===== config.mk =====
export PLATFORM = sky130hd
export DESIGN_NAME = source_read_requester
export DESIGN_NICKNAME = d
export VERILOG_FILES = /design/src/rtl/source_read_requester.sv
export SDC_FILE = /design/constraint.sdc
export NUM_CORES = 1
export LEC_CHECK = 0
export ABC_CLOCK_PERIOD_IN_PS = 3500
export CAP_MARGIN = 5
export CORE_ASPECT_RATIO = 1.5
export CORE_MARGIN = 2
export CORE_UTILIZATION = 50
export CTS_BUF_LIST = sky130_fd_sc_hd__clkbuf_4 sky130_fd_sc_hd__clkbuf_8
export DETAILED_ROUTE_END_ITERATION = 6
export GPL_ROUTABILITY_DRIVEN = 0
export PLACE_DENSITY = 0.88
export SYNTH_ARGS = -nofsm -noshare
export SYNTH_HDL_FRONTEND = slang
export SYNTH_SLANG_ARGS = --single-unit

===== constraint.sdc =====
create_clock -name aclk -period 3.5 [get_ports aclk]
set_clock_uncertainty 0.15 [all_clocks]
set_input_delay 0.35 -clock aclk [delete_from_list [all_inputs] [get_ports aclk]]
set_output_delay 0.35 -clock aclk [all_outputs]
set_load 0.005 [all_outputs]

===== src/rtl/source_read_requester.sv =====
// source_read_requester
//   Turns each 24-bit word address from the source address builder into one
//   fixed-length AXI4 INCR read burst. The returned read data is forwarded as
//   a 32-bit AXI Stream, with tlast generated from a local beat count. The
//   number of accepted-but-incomplete bursts is limited to MAX_OUTSTANDING.
//
// Ports
//   aclk, aresetn          clock, synchronous active-low reset
//   s_axis_t*              word-address stream in (tdata = 24-bit word address)
//   m_axi_ar*              AXI4 read address channel (INCR, 4-byte beats)
//   m_axi_r*               AXI4 read data channel
//   m_axis_t*              read data stream out, tlast on local burst boundary
//   busy                   AR pending or bursts outstanding
//   read_error             sticky: a beat came back with rresp != 0
//   framing_error          sticky: rlast disagreed with the local beat count
module source_read_requester #(
  parameter int unsigned BURST_LEN       = 16,
  parameter int unsigned MAX_OUTSTANDING = 4,
  parameter int unsigned ADDR_WIDTH      = 32
) (
  input  logic                  aclk,
  input  logic                  aresetn,
  input  logic [23:0]           s_axis_tdata,
  input  logic                  s_axis_tvalid,
  output logic                  s_axis_tready,
  output logic [ADDR_WIDTH-1:0] m_axi_araddr,
  output logic [7:0]            m_axi_arlen,
  output logic [2:0]            m_axi_arsize,
  output logic [1:0]            m_axi_arburst,
  output logic                  m_axi_arvalid,
  input  logic                  m_axi_arready,
  input  logic [31:0]           m_axi_rdata,
  input  logic [1:0]            m_axi_rresp,
  input  logic                  m_axi_rlast,
  input  logic                  m_axi_rvalid,
  output logic                  m_axi_rready,
  output logic [31:0]           m_axis_tdata,
  output logic                  m_axis_tvalid,
  output logic                  m_axis_tlast,
  input  logic                  m_axis_tready,
  output logic                  busy,
  output logic                  read_error,
  output logic                  framing_error
);

  localparam int unsigned BEAT_W   = (BURST_LEN > 1) ? $clog2(BURST_LEN) : 1;
  localparam logic [23:0] LOW_MASK = 24'(BURST_LEN - 1);

  typedef enum logic {
    AR_IDLE,
    AR_PEND
  } ar_state_t;

  ar_state_t             ar_state;
  logic                  active;       // low only in the reset cycle(s)
  logic [3:0]            outstanding;
  logic [BEAT_W-1:0]     beat_cnt;

  logic                  out_valid;
  logic [31:0]           out_data;
  logic                  out_last;
  logic                  skid_valid;
  logic [31:0]           skid_data;
  logic                  skid_last;
  logic                  rready_q;

  logic                  s_hs;
  logic                  r_hs;
  logic                  terminal;
  logic                  burst_done;
  logic                  out_ready;
  logic                  skid_valid_n;
  logic [23:0]           aligned_word;

  assign m_axi_arlen   = 8'(BURST_LEN - 1);
  assign m_axi_arsize  = 3'b010;
  assign m_axi_arburst = 2'b01;
  assign m_axi_arvalid = (ar_state == AR_PEND);
  assign m_axi_rready  = rready_q;
  assign m_axis_tvalid = out_valid;
  assign m_axis_tdata  = out_data;
  assign m_axis_tlast  = out_last;

  assign s_axis_tready = active && (ar_state == AR_IDLE) &&
                         (outstanding < 4'(MAX_OUTSTANDING));
  assign busy          = (ar_state == AR_PEND) || (outstanding != '0);

  assign s_hs       = s_axis_tvalid && s_axis_tready;
  assign r_hs       = m_axi_rvalid && rready_q;
  assign terminal   = (beat_cnt == BEAT_W'(BURST_LEN - 1));
  // Stray beats after a reset must not wrap the counter below zero.
  assign burst_done = r_hs && terminal && (outstanding != '0);
  assign out_ready  = m_axis_tready || !out_valid;

  // Clearing the low bits keeps every burst inside one aligned block, so it
  // can never straddle a 4 KB boundary.
  assign aligned_word = s_axis_tdata & ~LOW_MASK;

  // rready is registered, so it must already reflect next cycle's skid state.
  always_comb begin
    skid_valid_n = skid_valid;
    if (out_ready)
      skid_valid_n = 1'b0;
    else if (r_hs)
      skid_valid_n = 1'b1;
  end

  always_ff @(posedge aclk) begin
    if (!aresetn) begin
      ar_state      <= AR_IDLE;
      active        <= 1'b0;
      m_axi_araddr  <= '0;
      outstanding   <= '0;
      beat_cnt      <= '0;
      out_valid     <= 1'b0;
      out_data      <= '0;
      out_last      <= 1'b0;
      skid_valid    <= 1'b0;
      skid_data     <= '0;
      skid_last     <= 1'b0;
      rready_q      <= 1'b0;
      read_error    <= 1'b0;
      framing_error <= 1'b0;
    end else begin
      active   <= 1'b1;
      rready_q <= !skid_valid_n;

      case (ar_state)
        AR_IDLE: begin
          if (s_hs) begin
            m_axi_araddr <= ADDR_WIDTH'({aligned_word, 2'b00});
            ar_state     <= AR_PEND;
          end
        end
        AR_PEND: begin
          if (m_axi_arready)
            ar_state <= AR_IDLE;
        end
        default: ar_state <= AR_IDLE;
      endcase

      case ({s_hs, burst_done})
        2'b10:   outstanding <= outstanding + 4'd1;
        2'b01:   outstanding <= outstanding - 4'd1;
        default: outstanding <= outstanding;
      endcase

      if (r_hs) begin
        beat_cnt <= terminal ? '0 : beat_cnt + 1'b1;
        if (terminal != m_axi_rlast)
          framing_error <= 1'b1;
        if (m_axi_rresp != 2'b00)
          read_error <= 1'b1;
      end

      skid_valid <= skid_valid_n;
      if (out_ready) begin
        if (skid_valid) begin
          out_valid <= 1'b1;
          out_data  <= skid_data;
          out_last  <= skid_last;
        end else if (r_hs) begin
          out_valid <= 1'b1;
          out_data  <= m_axi_rdata;
          out_last  <= terminal;
        end else begin
          out_valid <= 1'b0;
        end
      end else if (r_hs) begin
        skid_data <= m_axi_rdata;
        skid_last <= terminal;
      end
    end
  end

endmodule


## Word level (Yosys, flattened, before mapping)

Cells that the tools add are included.

- ROM bits: 0
- Bits in registers: 101
- Latch bits: 0
- Input port bits: 65
- Output and inout port bits: 85
- Memories kept: 0
- Bits in writable memories: 0

- Equality and inequality tests: 4
- Bitwise logic cells: 2
- Reductions and logical operators: 19
- Add/subtract/negate cells: 3
- Shifts and indexed selects: 0
- Multipliers: 0
- Muxes and demuxes: 14
- Divide/modulo/power cells: 0
- Order comparisons: 1

Operators by type and width:

| kind | number |
|---|---|
| $mux W32 | 2 |
| $reduce_and A2 Y1 | 5 |
| $mux W1 | 9 |
| $add A4 B1 Y4 const B | 2 |
| $pmux W4 S2 | 1 |
| $logic_and A1 B1 Y1 | 6 |
| $reduce_bool A2 Y1 | 3 |
| $eq A4 B4 Y1 const B | 1 |
| $lt A4 B3 Y1 const B | 1 |
| $mux W4 | 1 |
| $reduce_bool A4 Y1 | 1 |
| $sub A4 B1 Y4 const B | 1 |
| $eq A2 B1 Y1 const B | 1 |
| $eq A2 B2 Y1 const B | 1 |
| $logic_not A1 Y1 | 2 |
| $logic_or A1 B1 Y1 | 2 |
| $not A1 Y1 | 2 |
| $pmux W1 S2 | 1 |
| $ne A1 B1 Y1 | 1 |

## Logic depth before layout (Yosys ltp)

- Depth in word-level cells: 6
- Depth in mapped cells: 11

## Worst setup path before layout

OpenSTA, ideal clock, no wires.

- Path kind: register to register
- Start point: reg outstanding[2]
- End point: reg outstanding[2]
- Arrival time: 2,228 ps
- Period minus slack after synthesis: 2,454 ps
- Setup slack: 1,046 ps
- Buffers on the path: 1
- Cell stages (with the launch flop): 12
- Data required time: 3,274 ps
- Cell sequence: dfxtp_1 -> nor4b_2 -> and2_4 -> inv_2 -> buf_6 -> ha_1 -> xor2_1 -> ha_1 -> a21oi_1 -> xor2_1 -> or3_1 -> a21boi_0

- Longest elaborated chain between the ends: 5

Ends and longest elaborated chain:

| what | line | source |
|---|---|---|
| start, declared | 56 | `logic [3:0] outstanding;` |
| start signal, assigned | 143 | `2'b10: outstanding <= outstanding + 4'd1;` |
| start signal, assigned | 144 | `2'b01: outstanding <= outstanding - 4'd1;` |
| start signal, assigned | 145 | `default: outstanding <= outstanding;` |
| $lt A4 B3 Y1 * | 85 | `(outstanding < 4'(MAX_OUTSTANDING));` |
| $logic_and A1 B1 Y1 * | 84 | `assign s_axis_tready = active && (ar_state == AR_IDLE) &&` |
| net s_axis_tready | 25 | `output logic s_axis_tready,` |
| $logic_and A1 B1 Y1 * | 88 | `assign s_hs = s_axis_tvalid && s_axis_tready;` |
| $eq A2 B1 Y1 or $eq A2 B2 Y1 (tied branches) | 142 | `case ({s_hs, burst_done})` |
| $pmux W4 S2 or $reduce_bool A2 Y1 (tied branches) | -- |  |

Mark *: on every way through the listed nets, which the timed path passes. The rest lies on a longest branch.
A chain may end at the register's enable or synchronous reset.

## Worst setup path after layout

- Start point: reg outstanding[2]
- End point: reg outstanding[2]

- Longest elaborated chain between the ends: 5

Ends and longest elaborated chain:

| what | line |
|---|---|
| $lt A4 B3 Y1 | 85 |
| $logic_and A1 B1 Y1 | 84 |
| $logic_and A1 B1 Y1 | 88 |
| $eq A2 B1 Y1 or $eq A2 B2 Y1 (tied branches) | 142 |
| $pmux W4 S2 or $reduce_bool A2 Y1 (tied branches) | -- |

Parallel ways exist; a longest one is shown, timed or not.

==> results.sh <==
export IMPL_status="finished clean"
export IMPL_fmax_ghz=0.348
export IMPL_drive_above_1_share=0.0914
export IMPL_cts_made_buffers=9
export IMPL_hold_class="register to register"
export IMPL_cts_htree_levels=3
export IMPL_maxCapViolCount=0
export IMPL_path_clk_slew_ns=0.09
export IMPL_worstSetupEndpoint="outstanding[2]"
export IMPL_post_cts_resize_count=0
export IMPL_p_leak_nw=2.37
export IMPL_critPathBufInv=1
export IMPL_remaining_drc_errors=0
export IMPL_synth_edff_count=0
export IMPL_grtUsageTotal=0.202
export IMPL_critPathRequiredTime_ns=3.64
export IMPL_wire_per_inst_um=14.2
export IMPL_area_growth_pct=28.6
export IMPL_ys_ff_latch=101
export IMPL_drv_slew=0
export IMPL_final_area_mm2=0.00581
export IMPL_worst_skew_pair_late_latency_ns=0.36
export IMPL_routed_via_density=5.24
export IMPL_overflow=0
export IMPL_dpl_cell_area_mm2=0.00562
export IMPL_critPathLaunch="outstanding[2]"
export IMPL_cts_sinks=101
export IMPL_grt_pass1_wl_um=15600
export IMPL_port_buffers=120
export IMPL_endpoint_kind="register"
export IMPL_clockBufferDepth=2
export IMPL_grt_antenna_before_repair=0
export IMPL_path_depth=10
export IMPL_hold_viol=0
export IMPL_r2r_cells=10
export IMPL_core_area_mm2=0.00883
export IMPL_wl_um=9960
export IMPL_die_w_um=81.6
export IMPL_dr_pass1_iters=4
export IMPL_syn_area_mm2=0.00452
export IMPL_ant_nets=0
export IMPL_synth_warnings=0
export IMPL_worstPathArrival_ns=3.01
export IMPL_multi_input_area_mm2=0.00221
export IMPL_nets=655
export IMPL_p_total_mw=2.26
export IMPL_start_util=0.512
export IMPL_grt_max_degree=57
export IMPL_ir_drop_mv=0.268
export IMPL_r2r_start="outstanding[2]"
export IMPL_finalCritPeriodShare=0.822
export IMPL_tightestPinTransition_ns=0.827
export IMPL_fin_crit_ns=2.88
export IMPL_drt_iter0_markers=230
export IMPL_ys_flop_type="dfxtp_1"
export IMPL_final_core_util=0.658
export IMPL_synthArstFlopShare=0
export IMPL_fin_cells=701
export IMPL_die_h_um=120
export IMPL_finalSetupViolCount=0
export IMPL_setup_tns_ns=0
export IMPL_cp_max_fo=23
export IMPL_grt_pass1_vias=3519
export IMPL_regToRegSetupSlack_ns=0.62
export IMPL_antennaDiodeCount=0
export IMPL_slowest_stage="dfxtp_1"
export IMPL_r2r_end="outstanding[2]"
export IMPL_cp_top_family="simple AND/OR/NAND/NOR gates"
export IMPL_slew_headroom=0.449
export IMPL_crit_type="register to register"
export IMPL_die_area_mm2=0.00983
export IMPL_syn_inst=483
export IMPL_dp_cells=685
export IMPL_tritoncts="yes"
export IMPL_synthDistinctLibCells=42
export IMPL_cts_setup_buffers=0
export IMPL_core_rowCount=42
export IMPL_seq_area_frac_synth=0.447
export IMPL_dp_hpwl_um=7000
export IMPL_clockRootBuffer="clkbuf_8"
export IMPL_route_vias_total=3672
export IMPL_rsz0062_at_grt="no"
export IMPL_crit_path_max_incr_delay_ns=0.38
export IMPL_path_cells="nor4b_2 > and2_4 > inv_2 > ha_1 > xor2_1 > ha_1 > a21oi_1 > xor2_1 > or3_1 > a21boi_0"
export IMPL_ios=150
export IMPL_syn_avg_cell_area_um2=9.36
export IMPL_startpoint_type="register"
export IMPL_whs_path_depth=2
export IMPL_hold_buffers=0
export IMPL_seqCellArea_mm2=0.00202
export IMPL_fill_cells=719
export IMPL_powerDensity_mw_per_mm2=390
==> layer usage <==
layer	global-route usage	wire length, µm	vias up	part of all wire
met5	0	0	-	0
met4	0.108	291	0	0.029
met3	0.0425	489	23	0.049
met2	0.368	5380	124	0.54
met1	0.210	3800	1751	0.38
li1	-	-	1774	-
==> per-stage QoR <==
stage	hold WS (ns)	worst slack (ns)
2_1_floorplan	0.228	1.05
3_3_place_gp	0.290	0.625
3_5_place_dp	0.294	0.477
4_1_cts	0.308	0.603
5_1_grt	0.331	0.353
6_report	0.307	0.622
==> worst min path at each step <==
| stage | end | slack, ns | start |
|---|---|---|---|
| after global routing | skid_data[26] | 0.33 | skid_data[26] |
| final | skid_data[31] | 0.31 | skid_data[31] |
| after detailed placement | skid_data[31] | 0.29 | skid_data[31] |
| after floorplan | active | 0.23 | aresetn |
| after CTS | skid_data[31] | 0.31 | skid_data[31] |
| after global placement | skid_data[26] | 0.29 | skid_data[26] |
==> Yosys cell counts (all sizes together) (3+ instances only) <==
cell type	n	share of area
a21boi	56	0.11
mux2i	34	0.075
dfxtp	101	0.45
o21a	3	0.0050
nand2b	4	0.0055
xnor2	3	0.0058
o211a	33	0.073
nor3	3	0.0033
buf	40	0.063
clkbuf	17	0.021
nor2b	6	0.0083
nor2	5	0.0058
a21oi	6	0.0083
nand2	141	0.12
ha	4	0.011
nand3	4	0.0044
and2	5	0.0075
==> placed cells by master (no fill, tap or decap), types with 4 or more instances in the layout <==
cell type	n
a21boi_0	22
nand2_1	140
nor2_1	4
dfxtp_1	100
a21boi_2	21
nand3_1	4
clkdlybuf4s50_1	119
a21oi_1	4
nor2b_1	6
and2_1	4
o211a_1	33
ha_1	4
nand2b_1	4
conb_1	25
clkbuf_8	12
buf_4	6
mux2i_1	34
a21boi_1	13
==> registers in the layout, summed over array words and instances (netlist names), 4 cells and up <==
name and count:
outstanding 4, beat_cnt 4, m_axis_tdata 32, skid_data 32, m_axi_araddr 20
==> tightest hold or removal path: stages (launching register included) <==
cell and delay [ns]:
dfxtp_1 0.32, nand2_1 0.05, a21boi_1 0.05
==> cells by family after synthesis <==
| family | count (synthesis) | synth area share |
|---|---|---|
| xor gates and xnor gates | 5 | 0.00969 |
| AOI/OAI and AO/OA | 103 | 0.204 |
| buffers and inverters | 59 | 0.0855 |
| DFF | 101 | 0.447 |
| muxes | 34 | 0.0753 |
| and+or+nand+nor | 175 | 0.166 |
| adders and majority gates | 4 | 0.0111 |
| other | 2 | 0.00166 |
==> area by class of cell <==
cell class	instances	area share
multi-input cells	346	0.380
flip-flops and latches	101	0.348
clock inverters	2	0.00280
well taps	110	0.0237
inverters	2	0.00129
repair buffers	126	0.214
clock buffers	14	0.0310
==> power breakdown <==
group / internal (mW) / switching [mW]
clock: 0.335 / 0.378
combinational: 0.196 / 0.128
sequential: 1.20 / 0.0299
(Power assumes the default switching activity.)
